$ cat config.mk
export PLATFORM = sky130hd
export DESIGN_NAME = rvh_pmp_check_arbiter
export DESIGN_NICKNAME = d
export VERILOG_FILES = /design/src/rtl/rvh_pmp_check_arbiter.sv
export SDC_FILE = /design/constraint.sdc
export NUM_CORES = 1
export LEC_CHECK = 0
export ABC_AREA = 1
export BUFFER_PORTS_ARGS = -buffer_cell sky130_fd_sc_hd__buf_2
export CAP_MARGIN = 30
export CORE_ASPECT_RATIO = 0.9
export CORE_MARGIN = 1
export CORE_UTILIZATION = 45
export CTS_CLUSTER_DIAMETER = 80
export DETAILED_ROUTE_END_ITERATION = 8
export PLACE_DENSITY = 0.82
export SLEW_MARGIN = 10
export SYNTH_ARGS = -nofsm -noshare
export SYNTH_HDL_FRONTEND = slang
export SYNTH_HIERARCHICAL = 1
export SYNTH_SLANG_ARGS = --single-unit
$ cat constraint.sdc
create_clock -name clk -period 5.31 [get_ports clk]
set_input_delay 0.7965 -clock clk [delete_from_list [all_inputs] [get_ports clk]]
set_output_delay 0.7965 -clock clk [all_outputs]
set_load 0.02 [all_outputs]
$ cat src/rtl/rvh_pmp_check_arbiter.sv
// rvh_pmp_check_arbiter
//   Shares one combinational PMP permission-check port among REQ_COUNT
//   requesters (ITLB, DTLB, PTW). Requesters are served round-robin. CSR
//   writes to pmpcfg/pmpaddr are only let through while no check is in flight.
//
//   Optional build macro: RVH_PMP_ARB_FAST_RESP_EN
//     When defined, the response is offered in the CHECK cycle, straight from
//     the PMP. If the requester takes it in that cycle, the arbiter returns to
//     IDLE immediately, so a check costs 2 cycles instead of 3.
//
//   Ports
//     clk, rst                       clock, synchronous active-high reset
//     req_vld_i / req_rdy_o          per-requester request handshake
//     req_paddr_i, req_access_type_i,
//     req_priv_lvl_i                 packed per-requester payload
//     resp_vld_o / resp_rdy_i        per-requester response handshake
//     resp_fail_o                    check result, valid with resp_vld_o
//     pmp_check_*_o, pmp_priv_lvl_o  drive the PMP check port
//     pmp_check_fail_i               PMP check result
//     csr_cfg_set_vld_i,
//     csr_addr_set_vld_i             CSR write requests
//     csr_set_rdy_o                  CSR write accepted this cycle
//     pmp_cfg_set_vld_o,
//     pmp_addr_set_vld_o             CSR writes forwarded to the PMP

// Per-requester handshake decode.
module rvh_pmp_check_arbiter_lane #(
  parameter int REQ_ID_WIDTH = 2,
  parameter int LANE         = 0
) (
  input  logic                    gnt_vld,
  input  logic [REQ_ID_WIDTH-1:0] gnt_id,
  input  logic                    resp_act,
  input  logic [REQ_ID_WIDTH-1:0] id_q,
  output logic                    req_rdy,
  output logic                    resp_vld
);
  localparam logic [REQ_ID_WIDTH-1:0] MY_ID = REQ_ID_WIDTH'(LANE);
  assign req_rdy  = gnt_vld  && (gnt_id == MY_ID);
  assign resp_vld = resp_act && (id_q   == MY_ID);
endmodule

module rvh_pmp_check_arbiter #(
  parameter int REQ_COUNT    = 3,
  parameter int PADDR_WIDTH  = 56,
  parameter int REQ_ID_WIDTH = (REQ_COUNT > 1 ? $clog2(REQ_COUNT) : 1)
) (
  input  logic                             clk,
  input  logic                             rst,
  input  logic [REQ_COUNT-1:0]             req_vld_i,
  output logic [REQ_COUNT-1:0]             req_rdy_o,
  input  logic [REQ_COUNT*PADDR_WIDTH-1:0] req_paddr_i,
  input  logic [REQ_COUNT*2-1:0]           req_access_type_i,
  input  logic [REQ_COUNT*2-1:0]           req_priv_lvl_i,
  output logic [REQ_COUNT-1:0]             resp_vld_o,
  input  logic [REQ_COUNT-1:0]             resp_rdy_i,
  output logic                             resp_fail_o,
  output logic                             pmp_check_vld_o,
  output logic [PADDR_WIDTH-1:0]           pmp_check_paddr_o,
  output logic [1:0]                       pmp_check_access_type_o,
  output logic [1:0]                       pmp_priv_lvl_o,
  input  logic                             pmp_check_fail_i,
  input  logic                             csr_cfg_set_vld_i,
  input  logic                             csr_addr_set_vld_i,
  output logic                             csr_set_rdy_o,
  output logic                             pmp_cfg_set_vld_o,
  output logic                             pmp_addr_set_vld_o
);

  typedef enum logic [1:0] {IDLE, CHECK, RESP} state_e;

  typedef struct packed {
    logic [PADDR_WIDTH-1:0]  paddr;
    logic [1:0]              access_type;
    logic [1:0]              priv;
    logic [REQ_ID_WIDTH-1:0] id;
  } req_t;

  state_e                  state;
  logic [REQ_ID_WIDTH-1:0] rr_ptr;
  req_t                    req_q;
  logic                    fail_q;

  // Unpack the per-requester payload.
  req_t req_in [REQ_COUNT];
  for (genvar k = 0; k < REQ_COUNT; k++) begin : g_unpack
    assign req_in[k].paddr       = req_paddr_i[k*PADDR_WIDTH +: PADDR_WIDTH];
    assign req_in[k].access_type = req_access_type_i[k*2 +: 2];
    assign req_in[k].priv        = req_priv_lvl_i[k*2 +: 2];
    assign req_in[k].id          = REQ_ID_WIDTH'(k);
  end

  // Round-robin pick: the first valid requester at or after rr_ptr.
  logic [REQ_ID_WIDTH-1:0] gnt_id;
  logic                    gnt_found;
  always_comb begin
    gnt_id    = '0;
    gnt_found = 1'b0;
    for (int i = 0; i < REQ_COUNT; i++) begin
      int idx;
      idx = (int'(rr_ptr) + i) % REQ_COUNT;
      if (!gnt_found && req_vld_i[idx]) begin
        gnt_found = 1'b1;
        gnt_id    = REQ_ID_WIDTH'(idx);
      end
    end
  end

  logic in_idle, in_check, in_resp, csr_any, gnt_vld, resp_act, resp_fire;
  assign in_idle  = !rst && (state == IDLE);
  assign in_check = !rst && (state == CHECK);
  assign in_resp  = !rst && (state == RESP);
  assign csr_any  = csr_cfg_set_vld_i || csr_addr_set_vld_i;
  // CSR writes win over a grant in the same IDLE cycle.
  assign gnt_vld  = in_idle && !csr_any && gnt_found;

`ifdef RVH_PMP_ARB_FAST_RESP_EN
  assign resp_act    = in_check || in_resp;
  assign resp_fail_o = in_check ? pmp_check_fail_i : (in_resp && fail_q);
`else
  assign resp_act    = in_resp;
  assign resp_fail_o = in_resp && fail_q;
`endif

  for (genvar k = 0; k < REQ_COUNT; k++) begin : g_lane
    rvh_pmp_check_arbiter_lane #(
      .REQ_ID_WIDTH (REQ_ID_WIDTH),
      .LANE         (k)
    ) u_lane (
      .gnt_vld  (gnt_vld),
      .gnt_id   (gnt_id),
      .resp_act (resp_act),
      .id_q     (req_q.id),
      .req_rdy  (req_rdy_o[k]),
      .resp_vld (resp_vld_o[k])
    );
  end

  // Only the owning requester's ready can complete the response.
  assign resp_fire = |(resp_vld_o & resp_rdy_i);

  assign csr_set_rdy_o      = in_idle;
  assign pmp_cfg_set_vld_o  = in_idle && csr_cfg_set_vld_i;
  assign pmp_addr_set_vld_o = in_idle && csr_addr_set_vld_i;

  assign pmp_check_vld_o         = in_check;
  assign pmp_check_paddr_o       = rst ? '0 : req_q.paddr;
  assign pmp_check_access_type_o = rst ? '0 : req_q.access_type;
  assign pmp_priv_lvl_o          = rst ? '0 : req_q.priv;

  always_ff @(posedge clk) begin
    if (rst) begin
      state  <= IDLE;
      rr_ptr <= '0;
      req_q  <= '0;
      fail_q <= 1'b0;
    end else begin
      case (state)
        IDLE: if (gnt_vld) begin
          req_q  <= req_in[gnt_id];
          rr_ptr <= REQ_ID_WIDTH'((int'(gnt_id) + 1) % REQ_COUNT);
          state  <= CHECK;
        end
        CHECK: begin
          fail_q <= pmp_check_fail_i;
`ifdef RVH_PMP_ARB_FAST_RESP_EN
          state  <= resp_fire ? IDLE : RESP;
`else
          state  <= RESP;
`endif
        end
        RESP: if (resp_fire) state <= IDLE;
        default: state <= IDLE;
      endcase
    end
  end

endmodule

==> PnR_summary.wiki <==
{| class="wikitable"
! Metric !! Value
|-
| Result of the run || complete, no violations
|-
| Top cells by area in the synthesized netlist || dfxtp_1 (29%), inv_1 (16%), nand3_1 (14%)
|-
| Final Max Slew Viols || 0
|-
| Setup Total Neg Slack || 0 ns
|-
| Total routing usage reported by global routing || a little over a quarter
|-
| Register area share after synthesis || between 20% and 30%
|-
| Number of placed I/O pins || approximately 260
|-
| Cell area after synthesis || ~4600 µm²
|-
| Largest driver fanout on the critical path || 30
|-
| Final routed DRC violation total || 0
|-
| Timing-limited maximum frequency || about 0.29 GHz
|-
| DR WL/cell || about 12 µm
|-
| Register-to-register setup slack || 2.31 ns
|-
| Mapped Cells || 815
|-
| Height of the die || a little under 100 µm
|-
| Vias per std cell || just under 5
|-
| Part of the power in the clock network || approximately two fifths
|-
| Die boundary width || ~110 µm
|-
| Crit path launch || rr_ptr[1]$_SDFFE_PP0P_
|-
| Clock insertion delay at the later pin of the skew report || between 0.3 and 0.4 ns
|-
| Worst-case setup margin in the final layout || 1.86 ns
|-
| Maximum vdd drop || ~150 µV
|-
| Worst slew margin relative to its limit || between 50 and 60%
|-
| Async set or reset register ratio after synthesis || 0%
|-
| CP Capture Type || output pin
|-
| Fin crit share || about two thirds
|-
| TritonCTS clock tree || done
|-
| Flops & latches, synth || 66
|-
| Standard-cell rows || 34
|-
| Core footprint || slightly below 10,000 µm²
|-
| Vias in the first global route || 5,367
|-
| Total detailed-routing wirelength || between 10 and 15 mm
|-
| Die footprint || 10,600 µm²
|-
| Number of flops mapped to enable cells by yosys || 0
|-
| Num Clock Sinks || 66
|-
| TritonCTS Buffers || 9
|-
| Number of setup buffers added after CTS || 0
|-
| Proportion of power drawn by combinational gates || a little over a quarter
|-
| Final estimated routing congestion in global placement || roughly 0.9
|-
| Maximum level of the CTS H-tree || 3
|-
| Worst hold path class || reg2reg
|-
| RR Startpoint || rr_ptr[1]$_SDFFE_PP0P_
|-
| Synth top cells by count || inv_1 (199), nand3_1 (130), nor2_1 (130)
|-
| Largest net degree at the start of global routing || 64
|-
| Number of antenna violations at the first check in global routing || 0
|-
| Switching share of power || 29.9%
|-
| Required time at the worst-slack endpoint || approximately 4.5 ns
|-
| Max-capacitance violation count || 0
|-
| Synth top area share || 28.9%
|-
| Growth of design area from synthesis to finish || 36.7%
|-
| Global-route wire length before repair || about 23 mm
|-
| Routed vias || slightly below 6k
|-
| Post-place setup slack || 2.12 ns
|-
| Source of the worst hold timing path || fail_q$_SDFFE_PP0N_
|-
| Register share of total power || between 30 and 40%
|-
| Static Leakage || roughly 3.8 nW
|-
| Share of cells above drive strength 1 || approximately 29%
|-
| Power dissipated by switching net loads || between 500 and 600 µW
|-
| Count of unique library cells instantiated by Yosys || 21
|-
| Post-DP HPWL || slightly above 10 mm
|-
| Net total in the final layout || about 1.2k
|-
| Cell taking the most area after synthesis || dfxtp_1
|-
| Final setup violating endpoints || 0
|-
| DRT iter0 DRCs || roughly 430
|-
| Post-layout min period || roughly 3.5 ns
|-
| Arrival time reported for the critical path endpoint || between 2 and 3 ns
|-
| Worst Path Class, Setup || reg2out
|-
| Root buffer selected by CTS || clkbuf_16
|-
| Resize count post-CTS || 0
|-
| Initial core utilization || 46.8%
|-
| Top FF cell, synth || dfxtp_1
|-
| Cell-internal power || around 1.2 mW
|-
| Remaining global-route overflow || 0
|-
| Count of inserted antenna diode cells || 0
|-
| Final clock skew || between 0.01 and 0.015 ns
|-
| Unrepaired setup endpoints after global routing || no
|-
| Synthesized area divided by synthesized cell count || 5.62 µm²
|-
| Total of warnings raised by yosys || 6
|-
| Register clock-pin slew on the reported worst setup and hold paths || ~0.060 ns
|-
| Count of port buffers added during placement || about 260
|-
| Most frequently used cell type in the post-synthesis netlist || inv_1
|-
| Number of nets in the synthesized netlist || around 1.0k
|-
| Critical path startpoint category || flop
|-
| PwrDens || around 270 nW/µm²
|-
| Number of buffers inserted for hold repair after clock tree synthesis || 0
|-
| Worst-case clock buffer depth || 2
|-
| Number of detailed-route iterations in the first pass || 5
|-
| Transition time at the pin with the least slew margin || 0.715 ns
|-
| Number of nets with antenna violations after detailed routing || 0
|-
| Count of endpoints failing hold in the final timing report || 0
|}
## metrics by stage
| step | instances | power [mW] | hold slack (ns) | utilization (%) | cell area, µm² |
|---|---|---|---|---|---|
| after floorplan | 815 | 0.871 | 0.429 | - | 4580 |
| after global placement | 1160 | 1.02 | 0.448 | 60.1 | 5880 |
| after detailed placement | 1161 | 1.03 | 0.473 | 60.3 | 5900 |
| after CTS | 1177 | 1.73 | 0.481 | 64.0 | 6260 |
| after global routing | 1177 | 1.81 | 0.502 | 64.0 | 6260 |
| final | 1177 | 1.72 | 0.479 | 64.0 | 6260 |
## registers in the layout (all words and copies together), names as in the netlist
register,cells
req_q,61
state,2
fail_q,1
rr_ptr,2
## cells in the final DEF (no fill, tap or decap), types with 4 or more instances in the layout
| cell | netlist | routed |
|---|---|---|
| buf_2 | 30 | 261 |
| inv_1 | 199 | 199 |
| nand3_1 | 130 | 130 |
| nor2_1 | 130 | 130 |
| a21oi_1 | 125 | 125 |
| nand2_1 | 85 | 84 |
| dfxtp_1 | 66 | 66 |
| clkbuf_16 | 0 | 9 |
| buf_4 | 1 | 8 |
| inv_2 | 6 | 6 |
| nor2_2 | 6 | 6 |
| ha_1 | 4 | 4 |
## cell type report
type                    count  area [µm²]
clock buffers              12         256
clock inverters             4        97.6
fillers                   956        3530
inverters                 205         769
multi-input cells         494        2270
flip-flops and latches     66        1320
well taps                 126         158
repair buffers            270        1390
## power groups by stage
stage	Clock [mW]	Sequential, mW	Combinational, mW
floorplan	0	0.563	0.307
global placement	0	0.564	0.455
detailed placement	0	0.567	0.462
CTS	0.714	0.556	0.464
global route	0.729	0.560	0.521
finish	0.700	0.556	0.463
## metal layers
metal  GRT usage (%)  vias up  part of all wire [%]
li1                -     2944                     -
met1            30.6     2517                    40
met2            50.7      285                    50
met3            6.10       22                   8.8
met4            9.25        0                   1.7
met5               0        -                     0
## critical path, cell delays in order, from the launching register on
cell     delay, ns
dfxtp_1       0.47
inv_1         0.11
ha_1          0.26
nand2_1       0.10
nand2_1       0.07
a21oi_2       0.24
nand4_1       0.15
nand2_2       0.51
nand2_1       0.14
nor2_2        0.11
buf_2         0.17
## worst paths after layout
check	depth (start not counted)	endpoint
max	10	req_rdy_o[2]
min	2	fail_q$_SDFFE_PP0N_
max reg2reg	12	req_q[35]$_SDFFE_PP0P_
min reg2reg	2	fail_q$_SDFFE_PP0N_
## kinds of logic after synthesis
logic type | count (synthesis) | share of synthesized area (%)
DFF | 66 | 28.9
adders and majority gates | 4 | 1.09
buffers and inverters | 255 | 21.8
and+or+nand+nor | 359 | 33.8
AOI/OAI and AO/OA | 131 | 14.4
No activity file was read; power rests on OpenSTA's default activity.
